**src/rtl/bound_interval_reducer.sv**
```systemverilog
// Folds a frame of activation-tagged signed bounds into one feasible interval.
// Latency: result valid the cycle after the in_last beat is accepted.
// Backpressure: in_ready low while a result is held until out_ready consumes it.
module bound_interval_reducer #(
    parameter int NUMBER_SIZE = 4,
    parameter int COUNT_SIZE  = 4
) (
    input  logic                          clk,
    input  logic                          rst_n,
    input  logic                          in_valid,
    output logic                          in_ready,
    input  logic signed [NUMBER_SIZE-1:0] in_bound,
    input  logic                          in_is_upper,
    input  logic                          in_activation,
    input  logic                          in_last,
    output logic                          out_valid,
    input  logic                          out_ready,
    output logic signed [NUMBER_SIZE-1:0] lower_bound,
    output logic                          lower_activation,
    output logic signed [NUMBER_SIZE-1:0] upper_bound,
    output logic                          upper_activation,
    output logic                          interval_empty,
    output logic [COUNT_SIZE-1:0]         active_count
);

    typedef enum logic {
        COLLECT = 1'b0,
        HOLD    = 1'b1
    } state_t;

    typedef struct packed {
        logic [NUMBER_SIZE-1:0] lo;
        logic                   lo_act;
        logic [NUMBER_SIZE-1:0] up;
        logic                   up_act;
        logic [COUNT_SIZE-1:0]  cnt;
    } acc_t;

    state_t state_q, state_d;
    acc_t   acc_q, acc_d;
    logic   in_ready_q, in_ready_d;
    logic   out_valid_q, out_valid_d;
    logic   accept;
    logic   tighter_up, tighter_lo;

    assign accept = in_valid & in_ready_q;

    // An inactive accumulator takes any first bound regardless of its value.
    assign tighter_up = !acc_q.up_act || ($signed(in_bound) < $signed(acc_q.up));
    assign tighter_lo = !acc_q.lo_act || ($signed(in_bound) > $signed(acc_q.lo));

    always_comb begin
        state_d     = state_q;
        acc_d       = acc_q;
        in_ready_d  = in_ready_q;
        out_valid_d = out_valid_q;
        case (state_q)
            COLLECT: begin
                if (accept) begin
                    if (in_activation) begin
                        if (in_is_upper) begin
                            if (tighter_up) begin
                                acc_d.up = in_bound;
                            end
                            acc_d.up_act = 1'b1;
                        end else begin
                            if (tighter_lo) begin
                                acc_d.lo = in_bound;
                            end
                            acc_d.lo_act = 1'b1;
                        end
                        if (acc_q.cnt != {COUNT_SIZE{1'b1}}) begin
                            acc_d.cnt = acc_q.cnt + 1'b1;
                        end
                    end
                    if (in_last) begin
                        state_d     = HOLD;
                        in_ready_d  = 1'b0;
                        out_valid_d = 1'b1;
                    end
                end
            end
            HOLD: begin
                if (out_ready) begin
                    acc_d       = '0;
                    state_d     = COLLECT;
                    in_ready_d  = 1'b1;
                    out_valid_d = 1'b0;
                end
            end
            default: begin
                acc_d       = '0;
                state_d     = COLLECT;
                in_ready_d  = 1'b1;
                out_valid_d = 1'b0;
            end
        endcase
    end

    always_ff @(posedge clk or negedge rst_n) begin
        if (!rst_n) begin
            state_q     <= COLLECT;
            acc_q       <= '0;
            in_ready_q  <= 1'b1;
            out_valid_q <= 1'b0;
        end else begin
            state_q     <= state_d;
            acc_q       <= acc_d;
            in_ready_q  <= in_ready_d;
            out_valid_q <= out_valid_d;
        end
    end

    assign in_ready         = in_ready_q;
    assign out_valid        = out_valid_q;
    assign lower_bound      = acc_q.lo;
    assign lower_activation = acc_q.lo_act;
    assign upper_bound      = acc_q.up;
    assign upper_activation = acc_q.up_act;
    assign active_count     = acc_q.cnt;
    assign interval_empty   = acc_q.lo_act && acc_q.up_act &&
                              ($signed(acc_q.lo) > $signed(acc_q.up));

endmodule

```
**config.mk**
```make
export PLATFORM = sky130hd
export DESIGN_NAME = bound_interval_reducer
export DESIGN_NICKNAME = d
export VERILOG_FILES = /design/src/rtl/bound_interval_reducer.sv
export SDC_FILE = /design/constraint.sdc
export NUM_CORES = 1
export LEC_CHECK = 0
export ABC_AREA = 1
export BUFFER_PORTS_ARGS = -buffer_cell sky130_fd_sc_hd__buf_2
export CAP_MARGIN = 10
export CORE_MARGIN = 2
export CORE_UTILIZATION = 47
export CTS_BUF_LIST = sky130_fd_sc_hd__clkbuf_4
export CTS_CLUSTER_SIZE = 12
export DETAILED_ROUTE_END_ITERATION = 8
export PLACE_DENSITY = 0.72
export SLEW_MARGIN = 0
export SYNTH_ARGS = -nofsm -noshare
export SYNTH_HDL_FRONTEND = slang
export SYNTH_SLANG_ARGS = --single-unit
```
**constraint.sdc**
```tcl
create_clock -name clk -period 2.24 [get_ports clk]
set_input_delay 0.112 -clock clk [delete_from_list [all_inputs] [get_ports clk]]
set_output_delay 0.112 -clock clk [all_outputs]
set_load 0.05 [all_outputs]
```
# Yosys cells after proc, flatten, opt, wreduce, memory -nomap -nowiden
# Index checks and enable logic that the tools add are counted.
dict set report totals {
  regBits 17
  input_bits 11
  out_inout_bits 17
}
dict set report classes {
  add_sub_neg 1
  n_lt_le_gt_ge 3
  n_eq_ne 10
  mux 21
  bitwise 2
  reduce_logical 12
}
# operator n
set op_table {}
lappend op_table {{2-to-1 mux 14 bit} 3}
lappend op_table {{case mux 14 bit (2 select lines)} 1}
lappend op_table {{inequality test 2 bit, second input constant} 9}
lappend op_table {{2-to-1 mux 4 bit} 3}
lappend op_table {{AND reduction 4 bit} 3}
lappend op_table {{2-to-1 mux 5 bit} 2}
lappend op_table {{AND reduction 5 bit} 2}
lappend op_table {{2-to-1 mux 1 bit} 9}
lappend op_table {{> comparator 4 bit} 2}
lappend op_table {{case mux 1 bit (2 select lines)} 3}
lappend op_table {{adder 4 x 1 -> 4 bit, second input constant} 1}
lappend op_table {{less-than comparator 4 bit} 1}
lappend op_table {{inequality test 4 bit, second input constant} 1}
lappend op_table {{AND reduction 3 bit} 1}
lappend op_table {{logical AND 1 bit} 2}
lappend op_table {{zero test 1 bit} 2}
lappend op_table {{logical OR 1 bit} 2}
lappend op_table {{bitwise AND 1 bit} 1}
lappend op_table {{NOT 1 bit} 1}

# Logic depth before layout (Yosys ltp)
# Gate-level depths: netlist of the first run.
dict set report logic_depth {
  ltp_word 7
  depth_mapped 10
}

# Worst setup path after synthesis of the first run
# Ideal clock, no wire load.
dict set report synth_path {
  path_kind {register to output}
  from {register acc_q (netlist bit upper_bound[2])}
  to {output interval_empty}
  arrival_time_ps 2077
  required_ps 2128
  setup_slack_ps 51
  path_stages_with_launch 7
  path_buffers 0
  path_cell_list {dfrtp_1 inv_1 ha_1 nand2_1 o211ai_1 nand2_1 a21oi_1}
}
dict set report synth_between {
  elab_chain_cells 2
}
# item line_no
set synth_lines {}
lappend synth_lines {{from (decl)} 40} ;# acc_t acc_q, acc_d;
lappend synth_lines {{from (signal assigned)} 103} ;# acc_q <= '0;
lappend synth_lines {{from (signal assigned)} 108} ;# acc_q <= acc_d;
lappend synth_lines {{> comparator 4 bit} 122} ;# ($signed(acc_q.lo) > $signed(acc_q.up));
lappend synth_lines {{logical AND 1 bit} 121} ;# assign interval_empty = acc_q.lo_act && acc_q.up_act &&
lappend synth_lines {{to (decl)} 22} ;# output logic interval_empty,
# No other way between the ends.

# Worst setup path in the final report of the first run
# Same ends and word-level chain as after synthesis.

==> results_dict.tcl, run 1 <==
set metrics [dict create \
    synth_top_area_share_pct 35.3 \
    wl_mm 2.55 \
    cpMostUsedCell "nand2_1" \
    placed_area_mm2 0.00129 \
    maxCapViolCount 0 \
    final_common_cell "nand2_1" \
    min_period_over_period_pct 83.9 \
    synth_seq_cells 17 \
    grt_pass1_vias 984 \
    clk_pin_slew_ps 100 \
    ys_top_cells_by_area "dfrtp_1, nand2_1, ha_1" \
    placedCellCount 195 \
    skew_ps 0.695 \
    fin_util_pct 59.0 \
    syn_area_mm2 0.00113 \
    total_power_mw 2.09 \
    multiInputGateArea_um2 608 \
    hold_slack_ps 111 \
    final_antenna_net_count 0 \
    crit_path_start "upper_bound[2]" \
    syn_inst 141 \
    hold_viol_final 0 \
    grt_max_degree 18 \
    worstHoldStart "out_ready" \
    path_max_fanout 3 \
    worstPathCellList "inv_1 > ha_1 > nand2_1 > o211ai_1 > nand2_1 > a21oi_1 > buf_2" \
    synth_top_area_cell "dfrtp_1" \
    status "finished clean" \
    cpPeakStageDelay_ps 380 \
    hold_class "input pin to flip-flop" \
    min_period_ps 1880 \
    pin_count 28 \
    cell_internal_pwr_mw 0.883 \
    crit_path_start_kind "flip-flop" \
    final_area_mm2 0.00133 \
    drc_errors 0 \
    dieArea_mm2 0.00282 \
    track_usage_pct 20.8 \
    arrival_ps 1770 \
    antenna_found_initial 0 \
    coreArea_mm2 0.00225 \
    numCtsBuffers 3 \
    drt_pass1_iterations 4 \
    p_leak_nw 0.739 \
    area_delta_synth_final_pct 17.3 \
    overflow 0 \
    dieHeight_um 53.1 \
    switching_share_pct 57.7 \
    reg2reg_from "lower_bound[2]" \
    io_buffers 27 \
    synth-seq-area-share_pct 37.6 \
    place_ws_ps 687 \
    start_util_pct 50.3 \
    rsz0062_at_grt "false" \
    pwr-share-comb_pct 63.3 \
    grt_pass1_wl_mm 4.22 \
    place_hpwl_mm 2.06 \
    layout.cells.non_filler 200 \
    synth_cell_types 23 \
    fillers 211 \
    timing.fmax_ghz 0.532 \
    cts_buffer_depth 2 \
    yosysWarnings 0 \
    final_nets 196 \
    clock_latency_ps 290 \
    critical_path_class "flip-flop to output port" \
    drtIter0Drc 25 \
    p_clk_share_pct 8.1 \
    synth_area_per_cell_um2 8.04 \
    gp_congestion 0.873 \
    htree_levels 1 \
    avgViaCountPerCell 5.10 \
    clock-sinks 17 \
    vias 1019 \
    die_w_um 53.1 \
    n_antenna_cell 0 \
    maxSlewHeadroom_pct 59.4 \
    powerDensity_mw_per_mm2 1570 \
    seqPwrFrac_pct 28.6 \
    post-cts-setup-buffers 0 \
    cts_tree "done" \
    switching_power_mw 1.21 \
    root_buffer "clkbuf_4" \
    setup_tns_ps 0 \
    final_cell_mix "nand2_1, buf_2, inv_1, dfrtp_1, nand3_1" \
    worst_path_max_delay_cell "dfrtp_1" \
    cp.required_ps 2130 \
    ir_drop_v 0.000915 \
    wl_per_cell_um 12.8 \
    end_kind "output port" \
    drive_gt1_share_pct 25.0 \
    register_area_um2 427 \
    rows 17 \
    final_max_slew_viol_count 0 \
    synth_nets 164 \
    worst_pin_slew_ps 610 \
    setup_slack_ps 361 \
    setup_viol 0 \
]
==> worst max-delay path: cells and delay by family (launching register included) <==
kind / cells / cell delay (ps)
flip-flops: 1 / 380
buffers and inverters: 2 / 360
adder cells (fa/ha/maj): 1 / 310
AO/OA/AOI/OAI: 2 / 280
AND/OR/NAND/NOR: 2 / 160
==> layout make-up <==
type / count / area share (%)
Multi-Input combinational cell: 103 / 45.7
Clock buffer: 3 / 1.69
Inverter: 20 / 6.59
Sequential cell: 17 / 32.1
Clock inverter: 1 / 0.376
Timing Repair Buffer: 28 / 10.9
Tap cell: 28 / 2.63
==> cell families (layout without fill, tap and decap cells) <==
group	after synthesis	count (layout)	synth area share, %
DFF	17	17	37.6
adders and majority gates	12	12	13.2
AOI/OAI and AO/OA	16	16	10.4
buffers and inverters	21	52	8.72
and+or+nand+nor	75	75	30.0
==> sequential cells by signal, summed over array words and instances (netlist names) <==
name              cells
state_q               1
lower_activation      1
upper_activation      1
lower_bound           4
out_valid             1
upper_bound           4
in_ready              1
active_count          4
==> power by group through the flow <==
stage / Sequential, mW / Clock (mW) / Combinational (mW)
floorplan: 1.01 / 0 / 0.610
global placement: 0.600 / 0 / 1.29
detailed placement: 0.603 / 0 / 1.33
CTS: 0.600 / 0.177 / 1.33
global route: 0.623 / 0.190 / 1.44
finish: 0.598 / 0.168 / 1.32
==> final timing paths <==
check | end | slack [ps] | cells after the start
worst max-delay path | interval_empty | 360 | 7
worst min-delay path | state_q | 110 | 2
worst max register to register | lower_bound[1] | 660 | 10
worst min register to register | out_valid | 510 | 2
max in group asynchronous | in_ready | 1650 | 2
min in group asynchronous | active_count[2] | 270 | 2
==> cells in the mapped netlist <==
cell type,instances
ha_1,12
nand2_8,1
inv_1,19
clkinv_8,1
o211ai_1,2
o21ai_0,7
or2_2,2
a21oi_1,2
nor2_1,11
o31ai_4,1
nor3_1,1
nand2_4,1
dfrtp_1,16
o31ai_2,1
buf_6,1
a211oi_1,1
o21a_1,1
dfstp_2,1
nand3_1,13
nand4_1,2
nand2_2,3
o21ai_2,1
nand2_1,41
==> repair_timing <==
action	4_1_cts	5_1_grt
gates resized for setup	0	0
hold buffers	1	0
hold endpoints to repair	16	0
==> per-layer routing <==
layer	part of all wire, %	global-route usage (%)	routed length (µm)
met1	44	24.5	1110
met2	51	37.7	1310
met3	3.6	3.95	92
met4	1.3	6.41	34
met5	0	0	0
(Power assumes the default switching activity.)
==> run 2: changes to the inputs <==
==> constraint.sdc (replaced) <==
create_clock -name clk -period 1.8 [get_ports clk]
set_input_delay 0.09 -clock clk [delete_from_list [all_inputs] [get_ports clk]]
set_output_delay 0.09 -clock clk [all_outputs]
set_load 0.05 [all_outputs]
==> run 2 against run 1 <==
Against the previous run:
- clock power grew 29%
- combinational power grew 36%
- sequential power is 28% higher
- non-clock buffer count increased by 2
- final cell count rose by 1.0%
- hold slack got worse by 38 ps
- sequential cell count unchanged
- die area unchanged
- wire length decreased by 3.9%
- largest power group unchanged
==> results_dict.tcl, run 2 (synthesis gave the netlist of run 1 again) <==
set metrics [dict create \
    clk_pin_slew_ps 90 \
    wl_mm 2.45 \
    n_antenna_cell 0 \
    die_w_um 53.1 \
    root_buffer "clkbuf_4" \
    grt_max_degree 18 \
    place_hpwl_mm 2.02 \
    arrival_ps 1660 \
    min_period_over_period_pct 97.2 \
    cp-endpoint "interval_empty" \
    drt_pass1_iterations 4 \
    maxSlewHeadroom_pct 60.5 \
    grt_pass1_vias 993 \
    fin_util_pct 61.9 \
    p_leak_nw 0.749 \
    dieHeight_um 53.1 \
    start_util_pct 50.3 \
    avgViaCountPerCell 5.14 \
    drtIter0Drc 15 \
    vias 1038 \
    setup_viol 0 \
    maxCapViolCount 0 \
    rows 17 \
    critPathBufInv 1 \
    numCtsBuffers 3 \
    overflow 0 \
    timing.fmax_ghz 0.571 \
    gp_congestion 0.840 \
    hold_slack_ps 72.7 \
    path_depth 6 \
    grt_pass1_wl_mm 4.06 \
    pin_count 28 \
    worst_pin_slew_ps 592 \
    hold_viol_final 0 \
    status "finished clean" \
    crit_path_start_kind "flip-flop" \
    min_period_ps 1750 \
    drive_gt1_share_pct 30.5 \
    wl_per_cell_um 12.1 \
    total_power_mw 2.77 \
    crit_path_start "lower_bound[2]" \
    powerDensity_mw_per_mm2 1980 \
    dieArea_mm2 0.00282 \
    end_kind "output port" \
    drc_errors 0 \
    regToRegSetupSlack_ps 230 \
    critical_path.top_delay_family "flip-flops" \
    track_usage_pct 20.0 \
    critical_path_class "flip-flop to output port" \
    layout.cells.non_filler 202 \
    hold_class "input pin to flip-flop" \
    final_max_slew_viol_count 0 \
    path_max_fanout 4 \
    worst_path_max_delay_cell "dfrtp_2" \
    coreArea_mm2 0.00225 \
    cts_tree "done" \
    final_nets 198 \
    r2r_cells 10 \
    rsz0062_at_grt "true" \
    final_antenna_net_count 0 \
    reg2reg_from "lower_bound[2]" \
    htree_levels 1 \
    ir_drop_v 0.00123 \
    final_common_cell "nand2_1" \
    cts_buffer_depth 2 \
    placedCellCount 195 \
    antenna_found_initial 0 \
    r2r_end "lower_bound[1]" \
    worstPathCellList "ha_4 > nand2_2 > o211ai_1 > nand2_1 > a21oi_4 > buf_6" \
    skew_ps 6.06 \
    cpPeakStageDelay_ps 460 \
    final_cell_mix "nand2_1, buf_2, inv_1, dfrtp_1, nand3_1" \
    cp.required_ps 1710 \
    clock-sinks 17 \
    area_delta_synth_final_pct 23.1 \
    io_buffers 27 \
    clock_latency_ps 290 \
]
## run 2: worst min path at each step
| stage | start | end | depth (start not counted) |
|---|---|---|---|
| after floorplan | rst_n | active_count[0] | 0 |
| after global placement | rst_n | active_count[2] | 1 |
| after detailed placement | rst_n | active_count[2] | 1 |
| after CTS | out_ready | state_q | 2 |
| after global routing | out_ready | state_q | 2 |
| final | out_ready | state_q | 2 |
## run 2: stage by stage
stage	TNS (ps)	cell area (µm²)	worst slack, ps
finish	0	1400	50.1
global placement	0	1300	274
floorplan	0	1140	27.2
detailed placement	0	1300	249
CTS	0	1350	2.73
global route	-48.1	1400	-48.1
## run 2: cell type report
cell class / count / area (µm²)
fill: 212 / 860
inverter: 20 / 87.6
sequential: 17 / 429
multi-input combinational: 103 / 647
clock buffer: 4 / 30.0
tap: 28 / 35.0
timing repair buffer: 30 / 166
## run 2: timing repair
item                                   in CTS  in global routing
setup buffers                               0                  2
resized for setup                           2                  7
setup endpoints to repair                   1                  1
endpoints found under the hold margin      16                  0
pin swaps                                   0                  1
hold buffers                                1                  0
## run 2: layer usage
layer	wire, µm	up-vias	GRT usage, %
met5	0	-	0
met2	1230	22	35.8
met3	84	5	3.11
met1	1090	484	22.9
li1	-	527	-
met4	41	0	9.40
## run 2: report_power, final
group | internal (mW) | switching (mW)
sequential | 0.558 | 0.207
combinational | 0.559 | 1.23
clock | 0.101 | 0.114
## run 2: worst reg2reg max path, stage by stage, from the launching register on
cell and delay (ps):
dfrtp_2 430, inv_1 60, ha_1 280, nand2_1 100, nor2_1 50, nor2_1 80
o21ai_0 90, nand2_1 160, nand2_2 100, nand2_1 80, nand2_1 50
